==> src/rtl/des_pkg.sv <==
`default_nettype none
// ============================================================================
// Module   : des_pkg
// Brief    : Shared DES key-schedule constants (PC-1, PC-2, shift schedule),
//            state encoding and helper functions.
// Revision : 1.0 - initial release
// ============================================================================
package des_pkg;

    localparam int c_key_w    = 64;
    localparam int c_subkey_w = 48;
    localparam int c_half_w   = 28;

    typedef enum logic [1:0] {
        ST_IDLE = 2'd0,
        ST_RUN  = 2'd1,
        ST_DONE = 2'd2
    } ks_state_t;

    // Table entries use DES numbering: bit 1 is the MSB of the source vector.
    localparam int c_pc1_table [56] = '{
        57, 49, 41, 33, 25, 17,  9,
         1, 58, 50, 42, 34, 26, 18,
        10,  2, 59, 51, 43, 35, 27,
        19, 11,  3, 60, 52, 44, 36,
        63, 55, 47, 39, 31, 23, 15,
         7, 62, 54, 46, 38, 30, 22,
        14,  6, 61, 53, 45, 37, 29,
        21, 13,  5, 28, 20, 12,  4
    };

    localparam int c_pc2_table [48] = '{
        14, 17, 11, 24,  1,  5,
         3, 28, 15,  6, 21, 10,
        23, 19, 12,  4, 26,  8,
        16,  7, 27, 20, 13,  2,
        41, 52, 31, 37, 47, 55,
        30, 40, 51, 45, 33, 48,
        44, 49, 39, 56, 34, 53,
        46, 42, 50, 36, 29, 32
    };

    // Two bits per round, round 1 in the least significant slot.
    localparam logic [31:0] c_shift_sched = {
        2'd1, 2'd2, 2'd2, 2'd2, 2'd2, 2'd2, 2'd2, 2'd1,
        2'd2, 2'd2, 2'd2, 2'd2, 2'd2, 2'd2, 2'd1, 2'd1
    };

    // idx is the zero-based round number (0 -> round 1).
    function automatic logic [1:0] shift_of(input logic [3:0] idx);
        return c_shift_sched[{idx, 1'b0} +: 2];
    endfunction

    function automatic logic [2*c_half_w-1:0] pc1(input logic [c_key_w-1:0] key);
        logic [2*c_half_w-1:0] r;
        r = '0;
        for (int i = 0; i < 2*c_half_w; i++) begin
            r[2*c_half_w-1-i] = key[c_key_w - c_pc1_table[i]];
        end
        return r;
    endfunction

    function automatic logic [c_half_w-1:0] rot28(input logic [c_half_w-1:0] x,
                                                  input logic [1:0]          amt,
                                                  input logic                right);
        logic [c_half_w-1:0] r;
        if (right) begin
            r = (amt == 2'd2) ? {x[1:0], x[27:2]} : {x[0], x[27:1]};
        end else begin
            r = (amt == 2'd2) ? {x[25:0], x[27:26]} : {x[26:0], x[27]};
        end
        return r;
    endfunction

    function automatic logic key_odd_parity(input logic [c_key_w-1:0] key);
        logic ok;
        ok = 1'b1;
        for (int b = 0; b < 8; b++) begin
            ok = ok & (^key[8*b +: 8]);
        end
        return ok;
    endfunction

endpackage
`default_nettype wire

==> src/rtl/des_pc2.sv <==
`default_nettype none
// ============================================================================
// Module   : des_pc2
// Brief    : Combinational DES Permuted Choice 2, C||D (56b) -> subkey (48b).
// Revision : 1.0 - initial release
// ============================================================================
module des_pc2
    import des_pkg::*;
(
    input  logic [2*c_half_w-1:0] cd,
    output logic [c_subkey_w-1:0] subkey
);

    generate
        for (genvar i = 0; i < c_subkey_w; i++) begin : g_pc2
            assign subkey[c_subkey_w-1-i] = cd[2*c_half_w - c_pc2_table[i]];
        end
    endgenerate

    // PC-2 discards DES bits 9, 18, 22, 25, 35, 38, 43 and 54.
    logic w_unused_dropped;
    assign w_unused_dropped = ^{cd[47], cd[38], cd[34], cd[31],
                                cd[21], cd[18], cd[13], cd[2]};

endmodule
`default_nettype wire

==> src/rtl/des_key_schedule.sv <==
`default_nettype none
// ============================================================================
// Module   : des_key_schedule
// Brief    : Iterative DES subkey generator, one 48-bit subkey per handshake,
//            encrypt or decrypt order. Option: DES_KS_PARITY_CHECK_EN.
// Revision : 1.0 - initial release
// ============================================================================
module des_key_schedule
    import des_pkg::*;
#(
    parameter int NUM_ROUNDS = 16
) (
    input  logic                  clk,
    input  logic                  rst_n,
    input  logic                  start,
    input  logic                  decrypt,
    input  logic [c_key_w-1:0]    key_in,
    output logic [c_subkey_w-1:0] subkey,
    output logic                  subkey_valid,
    input  logic                  subkey_ready,
    output logic [3:0]            round_idx,
    output logic                  last,
    output logic                  busy,
    output logic                  done,
    output logic                  parity_err
);

    localparam logic [3:0] c_last_idx = 4'(NUM_ROUNDS - 1);

    generate
        if (NUM_ROUNDS != 16) begin : g_bad_num_rounds
            $error("des_key_schedule: NUM_ROUNDS must be 16");
        end
    endgenerate

    ks_state_t             r_state;
    ks_state_t             w_next_state;
    logic [c_half_w-1:0]   r_c;
    logic [c_half_w-1:0]   r_d;
    logic [3:0]            r_cnt;
    logic                  r_dec;
    logic [2*c_half_w-1:0] w_pc1;
    logic [1:0]            w_shift;
    logic                  w_key_ok;
    logic                  w_accept;
    logic                  w_handshake;
    logic                  w_at_last;

`ifdef DES_KS_PARITY_CHECK_EN
    logic r_parity_err;

    assign w_key_ok = key_odd_parity(key_in);

    // Every start seen in IDLE re-evaluates the flag, pass or fail.
    always_ff @(posedge clk or negedge rst_n) begin
        if (!rst_n) begin
            r_parity_err <= 1'b0;
        end else if (r_state == ST_IDLE && start) begin
            r_parity_err <= !w_key_ok;
        end
    end

    assign parity_err = r_parity_err;
`else
    logic w_unused_parity;

    assign w_key_ok        = 1'b1;
    assign parity_err      = 1'b0;
    assign w_unused_parity = ^key_in;
`endif

    assign w_pc1       = pc1(key_in);
    assign w_accept    = (r_state == ST_IDLE) && start && w_key_ok;
    assign w_handshake = subkey_valid && subkey_ready;
    assign w_at_last   = (r_cnt == c_last_idx);
    // Step from the current round to the next one in emission order.
    assign w_shift     = r_dec ? shift_of(4'd15 - r_cnt) : shift_of(r_cnt + 4'd1);

    always_ff @(posedge clk or negedge rst_n) begin
        if (!rst_n) begin
            r_state <= ST_IDLE;
        end else begin
            r_state <= w_next_state;
        end
    end

    always_comb begin
        w_next_state = r_state;
        case (r_state)
            ST_IDLE: if (w_accept) w_next_state = ST_RUN;
            ST_RUN:  if (w_handshake && w_at_last) w_next_state = ST_DONE;
            ST_DONE: w_next_state = ST_IDLE;
            default: w_next_state = ST_IDLE;
        endcase
    end

    // Decrypt starts from the unrotated halves: C16/D16 equal C0/D0.
    always_ff @(posedge clk or negedge rst_n) begin
        if (!rst_n) begin
            r_c   <= '0;
            r_d   <= '0;
            r_cnt <= 4'd0;
            r_dec <= 1'b0;
        end else if (w_accept) begin
            r_c   <= decrypt ? w_pc1[55:28] : rot28(w_pc1[55:28], 2'd1, 1'b0);
            r_d   <= decrypt ? w_pc1[27:0]  : rot28(w_pc1[27:0],  2'd1, 1'b0);
            r_cnt <= 4'd0;
            r_dec <= decrypt;
        end else if (w_handshake && !w_at_last) begin
            r_c   <= rot28(r_c, w_shift, r_dec);
            r_d   <= rot28(r_d, w_shift, r_dec);
            r_cnt <= r_cnt + 4'd1;
        end
    end

    des_pc2 u_pc2 (
        .cd     ({r_c, r_d}),
        .subkey (subkey)
    );

    assign subkey_valid = (r_state == ST_RUN);
    assign busy         = (r_state == ST_RUN);
    assign done         = (r_state == ST_DONE);
    assign last         = subkey_valid && w_at_last;
    assign round_idx    = r_cnt;

endmodule
`default_nettype wire

==> config.mk <==
export PLATFORM = sky130hd
export DESIGN_NAME = des_key_schedule
export DESIGN_NICKNAME = d
export VERILOG_FILES = /design/src/rtl/des_pkg.sv /design/src/rtl/des_pc2.sv /design/src/rtl/des_key_schedule.sv
export SDC_FILE = /design/constraint.sdc
export NUM_CORES = 1
export LEC_CHECK = 0
export ABC_AREA = 1
export BUFFER_PORTS_ARGS = -buffer_cell sky130_fd_sc_hd__buf_2
export CAP_MARGIN = 20
export CORE_ASPECT_RATIO = 0.5
export CORE_MARGIN = 1.5
export CORE_UTILIZATION = 50
export DETAILED_ROUTE_END_ITERATION = 7
export HOLD_SLACK_MARGIN = 0.08
export PLACE_DENSITY_LB_ADDON = 0.25
export SYNTH_ARGS = -nofsm -noshare
export SYNTH_HDL_FRONTEND = slang
export SYNTH_SLANG_ARGS = --single-unit
==> constraint.sdc <==
create_clock -name clk -period 1.6 [get_ports clk]
set_input_delay 0.32 -clock clk [delete_from_list [all_inputs] [get_ports clk]]
set_output_delay 0.32 -clock clk [all_outputs]
set_load 0.01 [all_outputs]
==> results.txt <==
----------------------------------------------------
[Setup path]
  Maximum fanout count along the critical path ... 14
  Family with the most delay on the worst path ... simple AND/OR/NAND/NOR gates
  Worst path buffer plus inverter count ... 3
  Class of the most critical setup path ... reg2reg
  Slowest stage delay, CP ... 0.42 ns
  Type of element launching the critical path ... flop
  Arrival time worst endpoint ... 2.08 ns
  Critical-path cell with the highest stage delay ... sky130_fd_sc_hd__dfrtp_2
  Crit path cell chain ... ha_4 > inv_2 > nor2_2 > nand2_2 > nand3_4 > nand2_8 > buf_12 > nand2_2 > nand2_1 > nand2_1 > nand3_1 > nand2_1 > inv_1
  Top cell by count, worst path ... sky130_fd_sc_hd__nand2_1
  CP Capture Type ... flop
  CP Data Required Time ... 1.83 ns

[Route]
  Total wire length ... 16.9 mm
  Via density ... 5.13
  First-pass detailed-route iteration total ... 5
  Count of antenna-violating nets left after detailed routing ... 0
  Per-cell routed wire length ... 13.6 um
  1st-iter DRT viols ... 507
  Total vias in the final route ... 6,393
  Number of design rule violations left after detail routing ... 0

[Floorplanning]
  Num ports ... 126
  Row Count ... 27
  Starting density of the core ... 52.5%
  Die Y ... 79.9 um
  Core box area ... 0.0112 sq mm
  Die ar. ... 0.0125 sq mm
  Width of the die ... 157 um

[STA]
  Final TNS setup ... -10.63 ns
  Pins over their slew limit ... 0
  Relative slew slack ... 50.5%
  Endpoints failing setup ... 57
  Min cycle time layout ... 1.85 ns
  Hold violation total from the final report ... 0
  PnR worst setup slack ... -0.252 ns
  Final worst path period share ... 116%
  Worst Max-Slew Pin Slew ... 0.741 ns
  Max Clock Skew ... 0.00632 ns
  Maximum clock frequency ... 540 MHz
  Final worst hold slack ... 0.373 ns
  RSZ-0062 raised after global routing ... yes

[GRT]
  First-pass GRT wire length ... 26.8 mm
  Total track usage ... 26.6%
  Number of antenna violations at the first check in global routing ... 0
  Via count of the first global-routing pass ... 5,712
  Total congestion overflow after global routing ... 0
  Pin count of the biggest net entering global routing ... 64

[Layout]
  Area overhead of the layout relative to synthesis ... 26.0%
  Post-layout net count ... 1,151
  ANT cells ... 0
  Layout Cell Area excl Fill ... 0.00744 sq mm
  Fill cell count ... 998
  Fraction of layout instances using a drive strength above 1 ... 30.1%

[Synthesis]
  Synth Instances ... 1,014
  Number of synthesized register bits ... 63
  Top cell type's share of synthesized area ... 27.3%
  Post-synth design cell area ... 0.00591 sq mm
  Avg Inst Size Synth ... 5.83 sq um
  Number of warnings printed during yosys synthesis ... 0
  Sequential element share of the synthesized area ... 26.7%
  Post-synthesis cell type count ... 27
  Cell accounting for the most synthesized area ... sky130_fd_sc_hd__nand2_1
  Number of nets produced by synthesis ... 1,084
  Leading cell types by total area after synthesis ... sky130_fd_sc_hd__nand2_1, sky130_fd_sc_hd__dfrtp_1, sky130_fd_sc_hd__nand3_1, sky130_fd_sc_hd__buf_4, sky130_fd_sc_hd__nor2_1

[Run status]
  Status ... complete, but fails checks
  Failing checks ... setup timing

[Placed design]
  Post-DP HPWL ... 10.6 mm
  IO buf count ... 116
  Placed standard-cell area ... 0.00646 sq mm
  Gp weighted congestion ... 0.846

[Clock tree]
  Total CTS buffers ... 9
  Total number of H-tree levels ... 3
  Clock-pin slew on the worst setup and hold paths ... 0.06 ns
  Buffers from clock root to sink, at most ... 2
  Clock tree from TritonCTS ... yes
  Root Buffer Master ... sky130_fd_sc_hd__clkbuf_16
  TritonCTS sink count ... 63
  Clock latency on the worst-skew pair ... 0.34 ns

[Flow run]
  Count of max-cap constraint violations ... 0

[Pwr]
  Leakage power total ... 4.11 nW
  PD cells ... 2550 mW/mm^2
  IR Drop Worst-Case VDD ... 1.34 mV

[Hold path]
  Worst hold-check path type ... in2reg

----------------------------------------------------
## state kept, by name, indices dropped and copies added, names as in the netlist
name,flops
r_c,28
r_d,28
round_idx,4
r_state,2
r_dec,1
## Yosys cell counts
| cell | instances |
|---|---|
| sky130_fd_sc_hd__a21oi_1 | 49 |
| sky130_fd_sc_hd__buf_1 | 2 |
| sky130_fd_sc_hd__buf_2 | 25 |
| sky130_fd_sc_hd__buf_4 | 55 |
| sky130_fd_sc_hd__buf_6 | 4 |
| sky130_fd_sc_hd__buf_8 | 3 |
| sky130_fd_sc_hd__clkbuf_1 | 21 |
| sky130_fd_sc_hd__conb_1 | 1 |
| sky130_fd_sc_hd__dfrtp_1 | 63 |
| sky130_fd_sc_hd__ha_1 | 1 |
| sky130_fd_sc_hd__inv_1 | 68 |
| sky130_fd_sc_hd__inv_2 | 6 |
| sky130_fd_sc_hd__nand2_1 | 430 |
| sky130_fd_sc_hd__nand2_2 | 21 |
| sky130_fd_sc_hd__nand3_1 | 114 |
| sky130_fd_sc_hd__nand3_2 | 2 |
| sky130_fd_sc_hd__nand4_1 | 1 |
| sky130_fd_sc_hd__nor2_1 | 71 |
| sky130_fd_sc_hd__nor2_2 | 2 |
| sky130_fd_sc_hd__nor2_4 | 1 |
| sky130_fd_sc_hd__nor3_1 | 1 |
| sky130_fd_sc_hd__nor3b_1 | 1 |
| sky130_fd_sc_hd__o21ai_0 | 14 |
| sky130_fd_sc_hd__o22ai_1 | 2 |
| sky130_fd_sc_hd__or2_0 | 15 |
| sky130_fd_sc_hd__or2_1 | 13 |
| sky130_fd_sc_hd__or2_2 | 28 |
## routing by layer
metal / share of wire, % / global-route usage (%)
met3: 6.4 / 5.48
met5: 0 / 0
met1: 45 / 34.4
met2: 47 / 45.2
met4: 1.9 / 6.95
## repair_timing
item | 4_1_cts | 5_1_grt
pin swaps | 15 | 49
cloned | 3 | 3
hold buffers | 1 | 0
hold endpoints to repair | 63 | 0
endpoints found under the setup margin | 58 | 60
setup buffers | 4 | 0
resized for setup | 35 | 89
## logic make-up (layout without fill, tap and decap cells)
group / count (synthesis) / count (layout) / synth area share (%)
buffers and inverters: 184 / 256 / 16.8
and+or+nand+nor: 700 / 700 / 50.7
other: 1 / 1 / 0.0635
adders and majority gates: 1 / 1 / 0.212
DFF: 63 / 63 / 26.7
AOI/OAI and AO/OA: 65 / 65 / 5.55
## stage by stage
step	setup slack (ns)	power [mW]	instances	util [%]
3_3_place_gp	-0.377	13.7	1217	57.1
2_1_floorplan	-0.110	12.1	1014	-
5_1_grt	-0.325	20.6	1245	66.2
6_report	-0.252	19.0	1245	66.2
3_5_place_dp	-0.243	14.0	1218	57.4
4_1_cts	-0.206	17.2	1242	62.4
## cells in the final DEF, fill, tap and decap left out, types with 2 or more instances in the layout
cell type,instances
sky130_fd_sc_hd__buf_12,14
sky130_fd_sc_hd__buf_4,21
sky130_fd_sc_hd__nand3_1,79
sky130_fd_sc_hd__or2_0,15
sky130_fd_sc_hd__o21ai_0,13
sky130_fd_sc_hd__nand3_2,32
sky130_fd_sc_hd__nand2_1,393
sky130_fd_sc_hd__inv_4,2
sky130_fd_sc_hd__nand3_4,5
sky130_fd_sc_hd__dfrtp_2,2
sky130_fd_sc_hd__buf_2,115
sky130_fd_sc_hd__a21oi_1,48
sky130_fd_sc_hd__clkinvlp_4,3
sky130_fd_sc_hd__o22ai_1,2
sky130_fd_sc_hd__clkinv_2,2
sky130_fd_sc_hd__clkbuf_16,12
sky130_fd_sc_hd__or2_1,13
sky130_fd_sc_hd__inv_1,64
sky130_fd_sc_hd__or2_2,28
sky130_fd_sc_hd__dfrtp_1,61
sky130_fd_sc_hd__buf_16,4
sky130_fd_sc_hd__nand2_4,6
sky130_fd_sc_hd__nor2_1,66
sky130_fd_sc_hd__nor2_4,7
sky130_fd_sc_hd__bufinv_16,2
sky130_fd_sc_hd__nand2_2,51
sky130_fd_sc_hd__buf_6,5
sky130_fd_sc_hd__buf_8,3
sky130_fd_sc_hd__inv_2,7
## area by class of cell
cell class,count,area [sq um],area share [%]
multi-input combinational,767,3760,50.5
sequential,63,1580,21.2
timing repair buffer,166,1310,17.6
inverter,74,287,3.85
clock buffer,10,229,3.08
tap,159,199,2.67
clock inverter,6,85.1,1.14
## worst min-delay path, delay by kind of cell
kind,cells,cell delay (ns)
AND/OR/NAND/NOR,2,0.09
buffers and inverters,3,0.25
## report_power, final
group / internal, mW / switching, mW / total (mW)
Combinational: 5.61 / 7.76 / 13.4
Clock: 1.36 / 0.778 / 2.14
Sequential: 2.44 / 1.01 / 3.46
Total: 9.41 / 9.55 / 19.0
## worst paths after layout
path | end | cells past startpoint | slack (ns) | startpoint
max | r_d[0] | 13 | -0.25 | round_idx[0]
min | r_state[1] | 5 | 0.37 | subkey_ready
max reg2reg | r_d[0] | 13 | -0.25 | round_idx[0]
min reg2reg | r_c[4] | 3 | 0.61 | r_c[4]
max in group asynchronous | r_c[26] | 3 | 0.78 | rst_n
min in group asynchronous | r_d[6] | 3 | 0.53 | rst_n
(Power assumes the default switching activity.)
